<file path="src/rtl/program_loader_pkg.sv">
`default_nettype none
// ============================================================================
// Module   : program_loader_pkg
// Purpose  : Shared constants for the byte-stream program loader: command and
//            response bytes, FSM state encoding and the count range check.
// Revision : 1.0 - initial release
// ============================================================================
package program_loader_pkg;

  // Host command bytes
  localparam logic [7:0] CMD_LOAD = 8'h4C;  // 'L'
  localparam logic [7:0] CMD_RUN  = 8'h52;  // 'R'
  localparam logic [7:0] CMD_STOP = 8'h53;  // 'S'

  // Response bytes returned to the transmitter
  localparam logic [7:0] RSP_ACK = 8'h06;
  localparam logic [7:0] RSP_NAK = 8'h15;

  // Loader FSM state encoding
  typedef logic [2:0] state_t;
  localparam state_t ST_IDLE   = 3'd0;
  localparam state_t ST_LEN_HI = 3'd1;
  localparam state_t ST_LEN_LO = 3'd2;
  localparam state_t ST_DATA   = 3'd3;
  localparam state_t ST_WRITE  = 3'd4;
  localparam state_t ST_ACK    = 3'd5;

  // A load count is usable when it is non-zero and fits the memory depth.
  function automatic logic count_ok(input logic [15:0] count, input int addr_w);
    logic [16:0] limit;
    limit = 17'd1 << addr_w;
    return (count != 16'd0) && ({1'b0, count} <= limit);
  endfunction

endpackage
`default_nettype wire

</file>
<file path="src/rtl/program_loader.sv">
`default_nettype none
// ============================================================================
// Module   : program_loader
// Purpose  : Parses the UART command stream, assembles big-endian 32-bit
//            instruction words, writes them to instruction memory at
//            ascending word addresses and gates the pipeline (run/reset).
// Revision : 1.0 - initial release
// ============================================================================
module program_loader
  import program_loader_pkg::*;
#(
  parameter int ADDR_W       = 10,
  parameter bit RUN_ON_RESET = 1'b0
) (
  input  logic              clock,
  input  logic              reset,
  input  logic [7:0]        rx_data,
  input  logic              rx_valid,
  output logic              imem_we,
  output logic [ADDR_W-1:0] imem_addr,
  output logic [31:0]       imem_wdata,
  output logic              cpu_run,
  output logic              cpu_reset,
  output logic [7:0]        ack_data,
  output logic              ack_valid,
  input  logic              ack_ready,
  output logic              busy
);

  localparam logic [ADDR_W-1:0] c_addr_one  = {{(ADDR_W-1){1'b0}}, 1'b1};
  localparam logic [ADDR_W:0]   c_words_one = {{ADDR_W{1'b0}}, 1'b1};

  state_t            r_state;
  state_t            w_next_state;
  logic [7:0]        r_count_hi;
  logic [1:0]        r_byte_cnt;
  logic [ADDR_W:0]   r_words_left;
  logic [ADDR_W-1:0] r_addr;
  logic [31:0]       r_shift;
  logic              r_run;
  logic              r_cpu_reset;
  logic [7:0]        r_ack_data;
  logic              r_pending_run;

  logic [15:0]       w_count;
  logic              w_count_ok;
  logic              w_last_word;

  // The full count is only ever needed in the cycle count_lo arrives.
  assign w_count     = {r_count_hi, rx_data};
  assign w_count_ok  = count_ok(w_count, ADDR_W);
  assign w_last_word = (r_words_left == c_words_one);

  // State register
  always_ff @(posedge clock) begin
    if (reset) r_state <= ST_IDLE;
    else       r_state <= w_next_state;
  end

  // Next-state logic; bytes arriving in WRITE or ACK are ignored
  always_comb begin
    w_next_state = r_state;
    case (r_state)
      ST_IDLE: begin
        if (rx_valid) w_next_state = (rx_data == CMD_LOAD) ? ST_LEN_HI : ST_ACK;
      end
      ST_LEN_HI: begin
        if (rx_valid) w_next_state = ST_LEN_LO;
      end
      ST_LEN_LO: begin
        if (rx_valid) w_next_state = w_count_ok ? ST_DATA : ST_ACK;
      end
      ST_DATA: begin
        if (rx_valid && (r_byte_cnt == 2'd3)) w_next_state = ST_WRITE;
      end
      ST_WRITE: begin
        w_next_state = w_last_word ? ST_ACK : ST_DATA;
      end
      ST_ACK: begin
        if (ack_ready) w_next_state = ST_IDLE;
      end
      default: w_next_state = ST_IDLE;
    endcase
  end

  // Datapath: word assembly, address/word counters, run control, response byte
  always_ff @(posedge clock) begin
    if (reset) begin
      r_count_hi    <= 8'd0;
      r_byte_cnt    <= 2'd0;
      r_words_left  <= '0;
      r_addr        <= '0;
      r_shift       <= 32'd0;
      r_run         <= RUN_ON_RESET;
      r_cpu_reset   <= 1'b0;
      r_ack_data    <= 8'd0;
      r_pending_run <= 1'b0;
    end else begin
      r_cpu_reset <= 1'b0;
      case (r_state)
        ST_IDLE: begin
          if (rx_valid) begin
            if (rx_data == CMD_LOAD) begin
              // Freeze the pipeline while its program is being replaced
              r_run         <= 1'b0;
              r_addr        <= '0;
              r_pending_run <= 1'b0;
            end else if (rx_data == CMD_RUN) begin
              r_run      <= 1'b1;
              r_ack_data <= RSP_ACK;
            end else if (rx_data == CMD_STOP) begin
              r_run      <= 1'b0;
              r_ack_data <= RSP_ACK;
            end else begin
              r_ack_data <= RSP_NAK;
            end
          end
        end
        ST_LEN_HI: begin
          if (rx_valid) r_count_hi <= rx_data;
        end
        ST_LEN_LO: begin
          if (rx_valid) begin
            r_byte_cnt   <= 2'd0;
            r_words_left <= (ADDR_W+1)'(w_count);
            if (!w_count_ok) r_ack_data <= RSP_NAK;
          end
        end
        ST_DATA: begin
          if (rx_valid) begin
            // First byte of the word ends up in the MSBs
            r_shift    <= {r_shift[23:0], rx_data};
            r_byte_cnt <= r_byte_cnt + 2'd1;
          end
        end
        ST_WRITE: begin
          r_addr       <= r_addr + c_addr_one;
          r_words_left <= r_words_left - c_words_one;
          if (w_last_word) begin
            r_ack_data    <= RSP_ACK;
            r_pending_run <= 1'b1;
          end
        end
        ST_ACK: begin
          // Release the pipeline from a clean reset once the host saw the ACK
          if (ack_ready && r_pending_run) begin
            r_run         <= 1'b1;
            r_cpu_reset   <= 1'b1;
            r_pending_run <= 1'b0;
          end
        end
        default: ;
      endcase
    end
  end

  // Moore outputs decoded from the current state
  always_comb begin
    imem_we   = (r_state == ST_WRITE);
    ack_valid = (r_state == ST_ACK);
    busy      = (r_state != ST_IDLE);
  end

  assign imem_addr  = r_addr;
  assign imem_wdata = r_shift;
  assign cpu_run    = r_run;
  assign cpu_reset  = r_cpu_reset;
  assign ack_data   = r_ack_data;

endmodule
`default_nettype wire

</file>
<file path="config.mk">
export PLATFORM = sky130hd
export DESIGN_NAME = program_loader
export DESIGN_NICKNAME = d
export VERILOG_FILES = /design/src/rtl/program_loader_pkg.sv /design/src/rtl/program_loader.sv
export SDC_FILE = /design/constraint.sdc
export NUM_CORES = 1
export LEC_CHECK = 0
export CAP_MARGIN = 20
export CORE_MARGIN = 1
export CORE_UTILIZATION = 39
export DETAILED_ROUTE_END_ITERATION = 16
export GPL_ROUTABILITY_DRIVEN = 0
export PLACE_DENSITY = 0.61
export SLEW_MARGIN = 40
export SYNTH_ARGS = -nofsm -noshare
export SYNTH_HDL_FRONTEND = slang
export SYNTH_SLANG_ARGS = --single-unit
</file>
<file path="constraint.sdc">
create_clock -name clock -period 1.75 [get_ports clock]
set_input_delay 0.175 -clock clock [delete_from_list [all_inputs] [get_ports clock]]
set_output_delay 0.175 -clock clock [all_outputs]
set_load 0.05 [all_outputs]
</file>
==> impl_results.md, run 1 <==
* Status: complete, no violations
* Hold bufs inserted after CTS at 0
* Largest net degree at the start of global routing at 34
* Worst clock skew at 12.6 ps
* Crit. End Element: output port
* First-pass GRT wire length at 13400 µm
* PortBufs at 62
* WL/cell at 13.5 µm
* Clock sinks at 72
* Clock root cell: clkbuf_8
* Cell taking the most area after synthesis: dfxtp_1
* Crit-path cells: clkdlybuf4s50_1
* Post-Syn Area per Cell at 7.85 µm²
* Period utilisation layout at 96.9%
* Placeable Area at 7890 µm²
* Area Growth Syn to Fin at 37.0%
* Critical-path top delay cell: clkdlybuf4s50_1
* Antenna cells at 0
* Pwr/cell area at 937 nW/µm²
* Vias at 3086
* Synth top area share at 44.5%
* Clock-pin slew on the worst setup and hold paths at 80 ps
* Vias per inst at 5.07
* Endpoints failing setup at 0
* Die Y at 93.1 µm
* Commonest cells in the synthesized netlist: nand2_1, dfxtp_1, a21oi_1
* Number of failing hold endpoints at the final stage at 0
* Antenna-violating nets left at 0
* Worst Tran Pin Value at 522 ps
* Number of synthesized flops with an enable pin at 0
* Distinct cells, synth at 53
* Leakage at 1.76 nW
* Crit Path Class: reg2out
* Max_cap viols at 0
* Most frequent cell after synthesis: nand2_1
* CP delay by family, top: buffers and inverters
* Hold crit path type: in2reg
* CP Max Fanout at 3
* Ys async rst share at 0%
* Post-Syn Area at 3240 µm²
* Die Area at 8660 µm²
* Critical Path RT at 1570 ps
* Prevailing post-synth register cell: dfxtp_1
* Startpoint Class: flip-flop
* Hold path endpoint: r_state[0]
* RSZ-0062 raised after global routing: yes
* Routed wire length at 8250 µm
* Hold Crit Start: reset
* Clock insertion delay at the later pin of the skew report at 350 ps
* Crit path largest cell delay at 810 ps
* Layout Nets at 519
* R2r setup slk at 100 ps
* Worst r2r src: r_words_left[1]
* Max VDD drop at 0.000513 V
* Gr ovfl total at 0
* Cells after Synth at 412
* Starting Density at 41.0%
* Vias in the first global route at 2771
* Critical R2R Capture: ack_data[1]
* Slew headroom at 65.1%
* Initial antenna violation count at 0
* Post-synthesis register bit count at 72
* First-pass iteration count of the detailed router at 4
* Register area share after synthesis at 44.5%
* Yosys warning total at 0
* Layout cells sized above 1 at 16.6%
* H-tree lvl count at 3
* Initial DRC Count at 97
* Post-CTS Setup Inserts at 0
* CTS tree: done
* DRC viols at 0
* Hold Path Stages at 2
* Post-DP HPWL at 6130 µm
* Total CTS buffers at 9
* Ports at 67
* CP arrival at 1520 ps
* Top cells by area, synth: dfxtp_1, nand2_1, a21oi_1
* Reg2Reg Depth at 6
* Cell area after layout at 4430 µm²
* WP buf/inv at 1
* Placed Area at 4210 µm²
* Clock buffer depth at 2
* Die X at 93.1 µm
* Num rows at 32
* Power Total at 4.15 mW
* FILL cells at 755
* Tmin final at 1700 ps
* All-layer global routing usage at 19.7%
* Slew Viols, Final at 0
* Maximum clock frequency at 590 MHz
==> repair_timing <==
item	in CTS	in global routing
pin swaps	0	1
gates resized for setup	4	14
endpoints found under the setup margin	4	14
==> where the power goes <==
part	leakage (nW)	internal [mW]	switching (mW)
clock network	0.0985	0.689	0.620
logic	1.08	0.430	0.588
registers	0.584	1.73	0.0948
==> worst max-delay path by stage <==
stage / start / endpoint / slack (ps) / cells after the start
floorplan: imem_addr[2] / imem_addr[4] / 80 / 5
global placement: rx_data[4] / imem_addr[7] / -210 / 7
detailed placement: rx_data[4] / imem_addr[4] / -290 / 7
CTS: imem_wdata[10] / imem_wdata[10] / 7 / 1
global route: r_words_left[0] / r_words_left[7] / -10 / 5
finish: imem_wdata[18] / imem_wdata[18] / 50 / 1
==> flip-flops by register name, indices dropped and copies added, names as in the netlist <==
| signal | flops |
|---|---|
| r_count_hi | 8 |
| cpu_reset | 1 |
| r_pending_run | 1 |
| r_words_left | 11 |
| r_state | 3 |
| imem_wdata | 32 |
| r_byte_cnt | 2 |
| imem_addr | 10 |
| cpu_run | 1 |
| ack_data | 3 |
==> final cells by class <==
| class | instances | area, µm² | share of cell area (%) |
|---|---|---|---|
| clock inverters | 5 | 56.3 | 1.27 |
| multi-input cells | 312 | 1660 | 37.5 |
| well taps | 102 | 128 | 2.88 |
| inverters | 5 | 18.8 | 0.423 |
| clock buffers | 10 | 138 | 3.11 |
| repair buffers | 103 | 981 | 22.1 |
| flip-flops and latches | 72 | 1450 | 32.7 |
==> through the flow <==
step,TNS [ps],util [%],setup slack [ps],instances,hold slack (ps)
final,0,56.2,53.7,609,121
after global routing,-13.5,56.2,-13.5,609,114
after CTS,0,55.8,7.38,609,106
after detailed placement,-4200,53.3,-286,594,446
after global placement,-3180,53.3,-215,594,441
after floorplan,0,-,80.3,415,300
==> logic make-up (layout without fill, tap and decap cells) <==
group	after synthesis	after routing	synth area share, %
and+or+nand+nor	199	199	29.7
AOI/OAI and AO/OA	96	96	16.9
other	1	4	0.116
DFF	72	72	44.5
buffers and inverters	31	123	4.68
muxes	1	1	0.309
xor gates and xnor gates	8	8	2.17
adders and majority gates	4	4	1.55
==> per-layer routing <==
layer | routed length (µm) | part of all wire (%) | GRT usage (%)
met1 | 4120 | 50 | 27.9
met5 | 0 | 0 | 0
met4 | 124 | 1.5 | 5.90
met3 | 368 | 4.5 | 4.96
met2 | 3640 | 44 | 29.4
==> cells in the final DEF (no fill, tap or decap), drive strengths merged, types with 4 or more instances in the layout <==
cell type	count
nand2	101
dfxtp	72
a21oi	64
buf	52
clkdlybuf4s50	40
nor2	34
nor3	11
nand3	11
clkbuf	10
dlymetal6s2s	8
nand4	7
xnor2	7
a31oi	7
inv	6
or3	4
nand3b	4
nand2b	4
o22ai	4
ha	4
conb	4
nor4	4
o21ai	4
(Power assumes the default switching activity.)
==> inputs of run 2 (changes only) <==
CTS_BUF_LIST = sky130_fd_sc_hd__clkbuf_8 sky130_fd_sc_hd__clkbuf_16   (was unset)
==> results of run 2 <==
No change in the layout: final DEF, timing and power equal those of run 1.
==> inputs of run 3 (changes only) <==
HOLD_SLACK_MARGIN = 0.12   (was unset)
==> run 3 against run 2 <==
Effect of this change: cell count rose by 0.16%; fmax barely moved; sequential share of layout area fell by 0.074 points; combinational power barely moved; critical path depth did not move; largest power group unchanged; setup slack barely moved; die area did not move.
==> impl_results.md, run 3 (synthesis gave the netlist of run 1 again) <==
* Starting Density at 41.0%
* Number of failing hold endpoints at the final stage at 0
* Flip-flop count of the largest register after layout at 32
* Most frequent cells in the layout: nand2_1, dfxtp_1, a21oi_1, buf_4, clkdlybuf4s50_1
* Commonest non-fill, non-tap cell in the layout: nand2_1
* CP delay by family, top: buffers and inverters
* DRC viols at 0
* Clock buffer depth at 2
* Vias per inst at 5.06
* Die X at 93.1 µm
* Slew headroom at 65.1%
* Clock root cell: clkbuf_8
* Initial DRC Count at 106
* Routed wire length at 8250 µm
* Status: complete, no violations
* Placed Cells at 594
* Hold crit path type: reg2reg
* Hold Crit Start: imem_wdata[30]
* Crit path largest cell delay at 810 ps
* CP arrival at 1520 ps
* Crit path from: imem_wdata[18]
* Clock sinks at 72
* Antenna-violating nets left at 0
* Ports at 67
* Die Y at 93.1 µm
* Endpoints failing setup at 0
* Initial antenna violation count at 0
* First-pass GRT wire length at 13400 µm
* Placeable Area at 7890 µm²
* Largest net degree at the start of global routing at 34
* Area Growth Syn to Fin at 37.3%
* Vias at 3088
* Critical Path RT at 1570 ps
* Core Util, Final at 56.3%
* Worst r2r src: r_words_left[1]
* DR top layer: met4
* First-pass iteration count of the detailed router at 4
* PortBufs at 62
* Crit Path Class: reg2out
* CP Max Fanout at 3
* Antenna cells at 0
* Die Area at 8660 µm²
* Fin cells at 610
* FILL cells at 754
* Post-DP HPWL at 6130 µm
* WP buf/inv at 1
* Layout cells sized above 1 at 16.5%
* Tmin final at 1700 ps
* Worst Tran Pin Value at 522 ps
* Worst clock skew at 12.6 ps
* Layout Nets at 520
* Vias in the first global route at 2771
* Critical-path top delay cell: clkdlybuf4s50_1
* CTS tree: done
* Slew Viols, Final at 0
* Pwr/cell area at 935 nW/µm²
* Maximum clock frequency at 589 MHz
* Period utilisation layout at 96.9%
* Crit. End Element: output port
* Max VDD drop at 0.000514 V
* Leakage at 1.76 nW
* H-tree lvl count at 3
* Total CTS buffers at 9
* All-layer global routing usage at 19.7%
* Num rows at 32
* Crit-path cells: clkdlybuf4s50_1
* R2r setup slk at 90 ps
* Post-Route M1 WL at 4140 µm
* Startpoint Class: flip-flop
* Clock-pin slew on the worst setup and hold paths at 70 ps
* Gr ovfl total at 0
* RSZ-0062 raised after global routing: yes
* WL/cell at 13.5 µm
* Metal3 WL at 364 µm
* Max_cap viols at 0
* Clock insertion delay at the later pin of the skew report at 350 ps
* Metal2 WL at 3630 µm
==> run 3: cell types whose count changed in the layout (fill, tap and decap cells not counted) <==
cell           before  now
dlygate4sd3_1       0    1
==> run 3: final cells by class <==
class | count | area (µm²) | area share, %
repair buffers | 104 | 991 | 22.3
inverters | 5 | 18.8 | 0.423
multi-input cells | 312 | 1660 | 37.4
clock inverters | 5 | 56.3 | 1.27
flip-flops and latches | 72 | 1450 | 32.6
well taps | 102 | 128 | 2.87
clock buffers | 10 | 138 | 3.10
==> run 3: path summary, 6_finish.rpt <==
check	to	depth (start not counted)
setup / recovery	imem_wdata[18]	1
hold / removal	imem_wdata[30]	2
setup reg to reg	ack_data[1]	6
hold reg to reg	imem_wdata[30]	2
==> run 3: tightest hold or removal path: stages, from the launching register on <==
cell and delay (ps):
dfxtp_1 310, nand2_1 50, a21oi_1 50
==> run 3: timing repair <==
item                                    in CTS  in global routing
buffers inserted                             0                  0
hold buffers                                 1                  0
hold endpoints to repair                     3                  0
resized for setup                            4                 14
pin swaps                                    0                  1
endpoints found under the setup margin       4                 14
==> run 3: through the flow <==
stage | worst slack, ps | instance area, µm² | power (mW) | TNS, ps | hold WS (ps)
5_1_grt | -13.5 | 4440 | 4.35 | -13.5 | 476
3_5_place_dp | -286 | 4210 | 2.86 | -4200 | 446
3_3_place_gp | -215 | 4210 | 2.85 | -3180 | 441
2_1_floorplan | 80.3 | 3250 | 2.48 | 0 | 300
4_1_cts | 7.38 | 4410 | 4.18 | 0 | 456
6_report | 53.5 | 4440 | 4.15 | 0 | 452
==> run 3: metal layers <==
metal	track usage, %	vias up
met5	0	-
met4	5.90	0
met3	4.96	12
met2	29.4	68
met1	27.9	1408
li1	-	1600
==> run 3: power by group <==
part	internal, mW	total (mW)	switching [mW]
combinational	0.431	1.02	0.588
sequential	1.73	1.83	0.0953
clock	0.689	1.31	0.619
==> patch: new RTL, flow settings as in run 1 <==
`RUN_ON_RESET`: 1'b0 -> 1'b1.
--- a/src/rtl/program_loader.sv
+++ b/src/rtl/program_loader.sv
@@ -10,7 +10,7 @@
   import program_loader_pkg::*;
 #(
   parameter int ADDR_W       = 10,
-  parameter bit RUN_ON_RESET = 1'b0
+  parameter bit RUN_ON_RESET = 1'b1
 ) (
   input  logic              clock,
   input  logic              reset,
Function: changed (Yosys sat finds a counterexample within 4 cycles, from zero or initial values and one cycle with reset high).
==> patch against run 1 <==
Die area about the same. Wire length up 4.1%. Via count up 0.81%. Power up 1.0%. Sequential cell count unchanged. Synthesized area about the same. Setup slack worse by 17 ps. Design area down 0.31%. Critical path type unchanged.
==> patch: results (changes against run 1) <==
stage	metric	value	unit	change
critical_path	crit_slowest_cell	clkdlybuf4s50_1		
timing	skew	11.47	ps	-1.144 ps
logic_synthesis	synth_ff_type	dfxtp_1		
critical_path	arrival	1540	ps	+20 ps
routing	firstDrtPassIters	4		unchanged
logic_synthesis	ys_warn_count	0		unchanged
logic_synthesis	ys_async_sr_fraction	0	%	unchanged
timing	slew-limit-headroom	64.66	%	-0.48 points
critical_path	r2r_slack	120	ps	+20 ps
placement	dp_cells	587		-1.2%
critical_path	crit_end	imem_wdata[8]		
routing	drt-wirelength-per-cell	14.27	um	+5.4%
grt	grt_pass1_vias	2872		+3.6%
power_and_ir_drop	ir_drop	0.4561	mV	-11%
critical_path	critPathMaxFanout	3		unchanged
routing	drtIter0Drc	125		+29%
grt	grtUsageTotal	20.39	%	+0.69 points
logic_synthesis	synthTopCellsByArea	dfxtp_1 (45%), nand2_1 (12%), a21oi_1 (9.9%)		
clock_tree	clkLatencyLatePin	350	ps	about the same
logic_synthesis	synthDistinctLibCells	52		-1.9%
critical_path	r2r-start	r_words_left[0]$_SDFFE_PP0P_		
hold_path	hold_depth	2		unchanged
clock_tree	clock_tree.root_cell	clkbuf_8		
final_layout	largest_reg_flops	32		unchanged
power_and_ir_drop	p_leak	1.775	nW	+0.98%
critical_path	rr_endpoint	r_words_left[7]$_SDFFE_PP0P_		
critical_path	startpoint	imem_wdata[8]$_SDFFE_PP0P_		
final_layout	drive_above_1_share	15.40	%	-1.2 points
logic_synthesis	yosysSeqAreaShare	44.56	%	about the same
final_layout	antenna_cells	0		unchanged
timing	fin_crit_sh	97.88	%	+0.95 points
logic_synthesis	synth_commonest_cells	nand2_1 (102), dfxtp_1 (72), a21oi_1 (64)		
timing	setup_viol	0		unchanged
hold_path	worstHoldStart	reset		
clock_tree	cts.path.max_buffers	2		unchanged
final_layout	nets	512		-1.3%
critical_path	cp_top_family	buffers and inverters		
clock_tree	cts_buffers	9		unchanged
placement	place_ws	-200.7	ps	+85.76 ps
logic_synthesis	avgSynthCellArea	7.831	um2	-0.28%
grt	antenna_found_initial	0		unchanged
routing	drt-vias-per-instance	5.168		+2.0%
timing	whs	262.1	ps	+141.5 ps
placement	port_buffers	62		unchanged
hold_path	holdPathEnd	r_words_left[10]$_SDFFE_PP0P_		
clock_tree	cts_htree_levels	3		unchanged
critical_path	critPathMaxStageDelay	820	ps	
grt	grt_max_degree	47		+38%
outcome	status	complete, no violations		
placement	postPlaceCellArea	0.004172	mm2	-0.86%
routing	wl	8.589	mm	+4.1%
grt	grt_pass1_wl	13.88	mm	+3.6%
placement	place_hpwl	6.108	mm	-0.34%
clock_tree	path_clk_slew	80	ps	about the same
hold_path	min_path_type	in2reg		
critical_path	reg2reg_depth	5		-1
patch: changes by cell type in the layout (fill, tap and decap cells not counted), moves of 2 or more:
cell and change:
buf_12 +2, buf_4 -10, dlygate4sd2_1 -3, dlymetal6s2s_1 +3
patch: timing repair:
action	4_1_cts	5_1_grt
buffers inserted	0	0
pin swaps	0	1
setup endpoints to repair	1	17
gates resized for setup	1	18
patch: worst reg2reg max path, cell delays in order (launching register included):
cell,delay (ps)
dfxtp_1,360
nor2_4,150
nand4b_4,120
or4_4,450
or3_1,310
a31oi_1,160
patch: metal layers:
| layer | GRT usage, % | up-vias | part of all wire [%] |
|---|---|---|---|
| li1 | - | 1587 | - |
| met1 | 28.70 | 1433 | 49 |
| met2 | 30.45 | 78 | 45 |
| met3 | 3.171 | 13 | 4.2 |
| met4 | 9.487 | 0 | 1.5 |
| met5 | 0 | - | 0 |
patch: logic make-up (layout without fill, tap and decap cells):
family	count (synthesis)	count (layout)	share of synthesized area, %
AO/OA/AOI/OAI	96	96	16.91
XOR/XNOR	8	8	2.166
other	1	4	0.1159
buffers and inverters	31	115	4.681
flip-flops	72	72	44.56
adder cells (fa/ha/maj)	4	4	1.547
AND/OR/NAND/NOR	201	201	30.02
patch: cell type report:
| cell class | count | area [um2] |
|---|---|---|
| Fill cell | 752 | 3470 |
| Timing Repair Buffer | 95 | 957.2 |
| Multi-Input combinational cell | 313 | 1674 |
| Clock inverter | 5 | 56.30 |
| Clock buffer | 10 | 137.6 |
| Tap cell | 102 | 127.6 |
| Sequential cell | 72 | 1446 |
| Inverter | 5 | 18.77 |
patch: where the power goes:
group          leakage (nW)  internal [W]  switching [W]
sequential            0.584       0.00173       0.000104
clock                0.0985      0.000689       0.000631
combinational          1.09      0.000436       0.000602
